### src/rtl/gpo_pulse_if.sv
// Slot bus between a register-slot master and the gpo_pulse block.
// All fields are 32-bit or narrower; the output width lives on the block itself.
interface gpo_pulse_if;
    logic        cs;
    logic        read;
    logic        write;
    logic [4:0]  addr;
    logic [31:0] wr_data;
    logic [31:0] rd_data;

    modport master (output cs, read, write, addr, wr_data, input rd_data);
    modport slave  (input cs, read, write, addr, wr_data, output rd_data);
endinterface

### src/rtl/gpo_pulse.sv
// General-purpose outputs with set/clear/toggle access and a timed inverting pulse.
// Define GPO_PULSE_READBACK_EN to enable register readback on rd_data.
module gpo_pulse #(
    parameter int W = 8
) (
    input  logic              clk,
    input  logic              reset,
    gpo_pulse_if.slave        bus,
    output logic [W-1:0]      dout
);

    typedef enum logic {IDLE, PULSE} state_t;

    state_t        state_q, state_d;
    logic [W-1:0]  data_q, data_d;
    logic [15:0]   width_q, width_d;
    logic [W-1:0]  mask_q, mask_d;
    logic [15:0]   count_q, count_d;
    logic [W-1:0]  dout_q, dout_d;
    logic          wr_en;
    logic          trigger;

    // NOTE: every comb output gets a default first so no path leaves it unassigned (no latches).
    always_comb begin
        data_d  = data_q;
        width_d = width_q;
        mask_d  = mask_q;
        count_d = count_q;
        state_d = state_q;
        trigger = 1'b0;
        wr_en   = bus.cs & bus.write;

        if (wr_en) begin
            case (bus.addr)
                5'd0:    data_d  = bus.wr_data[W-1:0];
                5'd1:    data_d  = data_q | bus.wr_data[W-1:0];
                5'd2:    data_d  = data_q & ~bus.wr_data[W-1:0];
                5'd3:    data_d  = data_q ^ bus.wr_data[W-1:0];
                5'd4:    width_d = bus.wr_data[15:0];
                5'd5:    trigger = 1'b1;
                default: ;
            endcase
        end

        // A trigger (from IDLE or mid-pulse) restarts with the width latched before this write.
        if (trigger && (width_q != 16'd0)) begin
            mask_d  = bus.wr_data[W-1:0];
            count_d = width_q;
            state_d = PULSE;
        end else if (state_q == PULSE) begin
            if (count_q <= 16'd1) begin
                count_d = 16'd0;
                state_d = IDLE;
            end else begin
                count_d = count_q - 16'd1;
            end
        end

        dout_d = data_d ^ ((state_d == PULSE) ? mask_d : '0);
    end

    // NOTE: sequential state uses non-blocking assignments so all registers update together.
    always_ff @(posedge clk or posedge reset) begin
        if (reset) begin
            state_q <= IDLE;
            data_q  <= '0;
            width_q <= '0;
            mask_q  <= '0;
            count_q <= '0;
            dout_q  <= '0;
        end else begin
            state_q <= state_d;
            data_q  <= data_d;
            width_q <= width_d;
            mask_q  <= mask_d;
            count_q <= count_d;
            dout_q  <= dout_d;
        end
    end

    assign dout = dout_q;

`ifdef GPO_PULSE_READBACK_EN
    logic [31:0] rd_mux;

    always_comb begin
        rd_mux = '0;
        case (bus.addr)
            5'd0:    rd_mux = 32'(data_q);
            5'd4:    rd_mux = 32'(width_q);
            5'd5:    rd_mux = 32'(mask_q);
            5'd6:    rd_mux = {31'b0, state_q == PULSE};
            default: rd_mux = '0;
        endcase
    end

    assign bus.rd_data = rd_mux;
`else
    assign bus.rd_data = '0;
`endif

    // Reads have no side effects and upper write-data bits may be unused for narrow W.
    logic unused_ok;
    assign unused_ok = ^{bus.read, bus.wr_data};

endmodule
### src/flat_wrapper.sv
// flat-port wrapper written by rule: the top's interface ports become plain ports
module gpo_pulse_flat 
#(
    parameter int W = 8
)
  (clk, reset, dout, bus_cs, bus_read, bus_write, bus_addr, bus_wr_data, bus_rd_data);
  gpo_pulse_if bus_i ();
  input  logic clk;
  input  logic reset;
  output logic [W-1:0] dout;
  input wire logic [$bits(bus_i.cs)-1:0] bus_cs;
  input wire logic [$bits(bus_i.read)-1:0] bus_read;
  input wire logic [$bits(bus_i.write)-1:0] bus_write;
  input wire logic [$bits(bus_i.addr)-1:0] bus_addr;
  input wire logic [$bits(bus_i.wr_data)-1:0] bus_wr_data;
  output wire logic [$bits(bus_i.rd_data)-1:0] bus_rd_data;
  assign bus_i.cs = bus_cs;
  assign bus_i.read = bus_read;
  assign bus_i.write = bus_write;
  assign bus_i.addr = bus_addr;
  assign bus_i.wr_data = bus_wr_data;
  assign bus_rd_data = bus_i.rd_data;
  gpo_pulse #(.W(W)) u_core (.clk(clk), .reset(reset), .bus(bus_i), .dout(dout));
endmodule
### config.mk
export PLATFORM = sky130hd
export DESIGN_NAME = gpo_pulse_flat
export DESIGN_NICKNAME = d
export VERILOG_FILES = /design/src/rtl/gpo_pulse_if.sv /design/src/rtl/gpo_pulse.sv /design/src/flat_wrapper.sv
export SDC_FILE = /design/constraint.sdc
export NUM_CORES = 1
export LEC_CHECK = 0
export CAP_MARGIN = 20
export CORE_MARGIN = 2
export CORE_UTILIZATION = 45
export DETAILED_ROUTE_END_ITERATION = 7
export PLACE_DENSITY = 0.85
export SETUP_SLACK_MARGIN = 0.15
export SLEW_MARGIN = 30
export SYNTH_ARGS = -nofsm -noshare
export SYNTH_HDL_FRONTEND = slang
export SYNTH_SLANG_ARGS = --single-unit
### constraint.sdc
create_clock -name clk -period 2.27 [get_ports clk]
set_input_delay 0.3405 -clock clk [delete_from_list [all_inputs] [get_ports clk]]
set_output_delay 0.3405 -clock clk [all_outputs]
set_load 0.1 [all_outputs]
# ---- Word-level counts from Yosys, hierarchy flattened
# Index checks and enable logic that the tools add are counted.
# Widths: inputs -> output; s select.
dict set report word_totals {
  output_inout_bits 40
  ff_bits 57
}
dict set report op_classes {
  reduce_logical 5
  order_cmp 1
  eq_ne 5
  bitwise 6
  n_mux 12
  addsub 1
}
# cell count
set op_table {}
lappend op_table {{$mux 16} 3}
lappend op_table {{$pmux 8 s4} 1}
lappend op_table {{$mux 8} 3}
lappend op_table {{$le 16x1->1 const B} 1}
lappend op_table {{$reduce_bool 16->1} 1}
lappend op_table {{$sub 16x1->16 const B} 1}
lappend op_table {{$xor 8x8->8} 2}
lappend op_table {{$eq 5x2->1 const B} 2}
lappend op_table {{$eq 5x3->1 const B} 2}
lappend op_table {{$and 8x8->8} 1}
lappend op_table {{$not 8->8} 1}
lappend op_table {{$or 8x8->8} 1}
lappend op_table {{$eq 5x1->1 const B} 1}
lappend op_table {{$logic_not 5->1} 1}
lappend op_table {{$mux 1} 5}
lappend op_table {{$reduce_and 2->1} 1}
lappend op_table {{$reduce_bool 2->1} 1}
lappend op_table {{$and 1x1->1} 1}
lappend op_table {{$logic_and 1x1->1} 1}

# ---- Logic depth before layout (Yosys ltp)
dict set report depth {
  ltp_word 7
  ltp_mapped 7
  depth_no_buf 7
}

# ---- Least setup slack after synthesis
# No wires, ideal clock.
dict set report synth_timing {
  kind {register to register}
  start {register u_core.count_q[0]}
  end {register u_core.count_q[3]}
  path_buffers 0
  path_stages_with_launch 8
  setup_time_ns 0.082
  setup_slack_ns 0.342
  t_required_ns 2.188
  arrival_time_ns 1.847
  path_cell_list {dfrtp_1 -> inv_1 -> ha_1 -> nor2_1 -> nand4b_1 -> o21ai_1 -> or4b_2 -> a31oi_1}
}
dict set report synth_via {
  elab_chain_len 4
  word_cells_on_any_way 5
  classes_between {add/sub: 1; order compare: 1; mux: 3}
}
# item line
set synth_rtl {}
lappend synth_rtl {{from (decl)} gpo_pulse.sv:18} ;# logic [15:0] count_q, count_d;
lappend synth_rtl {{from (signal assigned)} gpo_pulse.sv:76} ;# count_q <= count_d;
lappend synth_rtl {{$sub 16x1->16 or $le 16x1->1 (tied branches)} {gpo_pulse.sv:55, gpo_pulse.sv:51}}
lappend synth_rtl {{$mux 16 *} gpo_pulse.sv:51} ;# if (count_q <= 16'd1) begin
lappend synth_rtl {{$mux 16 *} gpo_pulse.sv:50} ;# end else if (state_q == PULSE) begin
lappend synth_rtl {{$mux 16 *} gpo_pulse.sv:46} ;# if (trigger && (width_q != 16'd0)) begin
# Every way passes the cells marked *; elsewhere a longest branch is shown, timed or not. The select of a mux whose other input is x is not followed.
# A chain may end at the register's enable or synchronous reset.

# ---- Worst setup path after layout
dict set report layout_timing {
  start {register u_core.count_q[8]}
  end {register u_core.count_q[2]}
}
dict set report layout_via {
  elab_chain_len 4
}
# item line
set layout_rtl {}
lappend layout_rtl {{$le 16x1->1} gpo_pulse.sv:51}
lappend layout_rtl {{$mux 16} gpo_pulse.sv:51}
lappend layout_rtl {{$mux 16} gpo_pulse.sv:50}
lappend layout_rtl {{$mux 16} gpo_pulse.sv:46}
# No other way between the ends. The select of a mux whose other input is x is not followed.

==> results.yml <==
sta:
  period_needed_ns: 2.035
  setup_ws_ns: 0.2354
  final_max_slew_viol_count: 0
  rsz0062_at_grt: "no"
  setup_violations: 0
  period_share_pct: 89.63
  whs_ns: 0.3214
  fmax_ghz: 0.4915
  skew_ns: 0.008056
  hold_violations: 0
placement:
  globalplace.congestion: 0.8358
  dp_slack_ns: -0.09241
  dpl.hpwl_um: 5066
  io_buffer_count: 32
  place_area_um2: 3746
finish:
  nets: 432
  area_growth_pct: 20.76
  nFillCells: 604
  drive_gt1_share_pct: 20.69
  antenna_cells: 0
  final_area_um2: 4083
  layout_commonest_cell: "dfrtp_1"
  layout_common_cells: "dfrtp_1, conb_1, inv_1, nand2_1, clkdlybuf4s50_1"
critical_path:
  endpoint: "u_core.count_q[2]"
  rr_worst_depth: 6
  cp.arrival_ns: 2.26
  regToRegSetupSlack_ns: 0.24
  cp_num_cells: 6
  r2r_start: "u_core.count_q[8]"
  end_kind: "flip-flop"
  startpoint_type: "flip-flop"
  crit_type: "flip-flop to flip-flop"
  cp_slowest_stage_delay_ns: 0.45
  cp.required_ns: 2.49
  crit_start: "u_core.count_q[8]"
  r2r_end: "u_core.count_q[2]"
  cpMaxStageDelayCell: "dfrtp_1"
  crit_family: "simple AND/OR/NAND/NOR gates"
  path_cells: "nor4_1 > and4b_1 > buf_4 > nand2_1 > a221oi_1 > nor2_1"
  cp_max_fo: 7
  path_buf_inv: 1
power_and_ir_drop:
  p_int_w: 0.002711
  power_leakage_nw: 1.816
  ir_worst_vdd_mv: 0.6220
  p_switching_w: 0.001632
  power_frac_seq_pct: 34.4
  clkPwrFrac_pct: 32.0
  p_sw_share_pct: 37.58
  combPwrFrac_pct: 33.6
  powerDensity_nw_per_um2: 1064
die:
  rows: 31
  die_y_um: 90.68
  die_w_um: 90.68
  core_area_um2: 7253
  die_area_um2: 8222
  start_util_pct: 46.61
  boundaryPins: 82
worst_hold_path:
  hold_path_class: "input pin to asynchronous set/reset pin"
clock_tree:
  cts_hold_buf: 0
  cts_tree: "built"
  clk_pin_slew_ns: 0.07
  clock_sinks: 57
  cts_made_buffers: 9
  clockBufferDepth: 2
  cts_max_level: 3
  insertion_delay_ns: 0.34
  cts_root_buf: "clkbuf_8"
synthesis:
  synth-edff-count: 0
  syn_inst: 326
  yosysWarnings: 0
  synth_area_um2: 3381
  async_flop_share_pct: 100.0
  synth-seq-area-share_pct: 42.19
  synthFlopType: "dfrtp_1"
  ys_ff_latch: 57
  yosys.cell_types.count: 49
  syn_avg_cell_area_um2: 10.37
global_route:
  grt_pass1_vias: 2476
  grt_overflow: 0
  antenna_found_initial: 0
  track_usage_pct: 18.03
  grt_start_max_net_pins: 41
  grt_first_pass_wirelength_um: 11680
drt:
  vias_per_cell: 5.307
  drt_iter0_markers: 177
  drt-pass1-iter-count: 4
  via_count: 2526
  drc: 0
  ant_nets: 0
  post_drt_wl_per_cell_um: 14.99
  wl_um: 7137
run:
  max_cap_viol_count: 0
outcome:
  status: "complete, no violations"
==> how the worst min path moves through the flow <==
stage          slack [ns]                  to
2_1_floorplan        0.45    u_core.mask_q[0]
3_3_place_gp         0.46    u_core.mask_q[2]
3_5_place_dp         0.47    u_core.mask_q[5]
4_1_cts              0.33  u_core.width_q[13]
5_1_grt              0.35  u_core.width_q[13]
6_report             0.32  u_core.count_q[15]
==> flip-flops by register name, summed over array words and instances (netlist names) <==
name and cells:
u_core.count_q 16, u_core.data_q 8, u_core.dout 8, u_core.mask_q 8, u_core.state_q 1, u_core.width_q 16
==> cells in the mapped netlist (3+ instances only) <==
master     n  area [um2]
inv_1     29       108.9
o21ai_0   23       115.1
nor2_1    17       63.81
buf_4     35       262.8
nor3_1     6       30.03
clkbuf_1   4       15.01
nand4_1    3       18.77
mux2_2    17       191.4
a31oi_1    9       56.30
a22oi_1    8       60.06
dfrtp_1   57        1426
o21a_1     3       22.52
o31ai_1    4       30.03
nand2_1   28       105.1
nor4_1     7       43.79
xnor2_1    8       70.07
mux4_2     8       180.2
ha_1      18       225.2
buf_2      4       20.02
==> layer usage <==
layer | track usage [%] | part of all wire (%) | vias to the layer above
met1 | 21.44 | 41 | 1250
met3 | 4.925 | 4.8 | 18
met5 | 0 | 0 | -
met2 | 30.41 | 52 | 78
met4 | 8.205 | 2.6 | 0
li1 | - | - | 1180
==> area by class of cell <==
cell class	instances	area, um2	area share, %
clock buffer	11	141.4	3.463
clock inverter	5	150.1	3.678
inverter	29	108.9	2.666
multi-input combinational	228	1690	41.40
sequential	57	1426	34.94
tap	99	123.9	3.034
timing repair buffer	47	441.7	10.82
==> power groups by stage <==
| stage | Clock [W] | Sequential, W | Combinational (W) |
|---|---|---|---|
| after floorplan | 0 | 0.00178 | 0.000876 |
| after global placement | 0 | 0.00149 | 0.00139 |
| after detailed placement | 0 | 0.00150 | 0.00144 |
| after CTS | 0.00141 | 0.00149 | 0.00145 |
| after global routing | 0.00145 | 0.00152 | 0.00156 |
| final | 0.00139 | 0.00149 | 0.00146 |
==> kinds of logic after synthesis <==
group,after synthesis,share of synthesized area (%)
xor+xnor,8,2.073
flops,57,42.19
fa+ha+maj,18,6.662
other cells,1,0.1109
compound gates,60,11.40
simple gates,84,14.25
mux,26,11.29
buf+inv,72,12.03
==> worst register-to-register path, stage by stage (launching register included) <==
cell and delay [ns]:
dfrtp_1 0.45, nor4_1 0.41, and4b_1 0.36, buf_4 0.17
nand2_1 0.15, a221oi_1 0.32, nor2_1 0.07
==> repair_timing <==
action,CTS,global route
pin swaps,1,2
resized for setup,1,5
setup buffers,2,0
endpoints found under the setup margin,8,10
==> stage by stage <==
stage	setup TNS (ns)	instances	power, W	utilization [%]
floorplan	0	357	0.002659	-
global placement	-0.3736	458	0.002883	51.65
detailed placement	-0.5813	458	0.002941	51.65
CTS	0	476	0.004344	56.03
global route	0	476	0.004536	56.29
finish	0	476	0.004344	56.29
No activity file was read; power rests on OpenSTA's default activity.
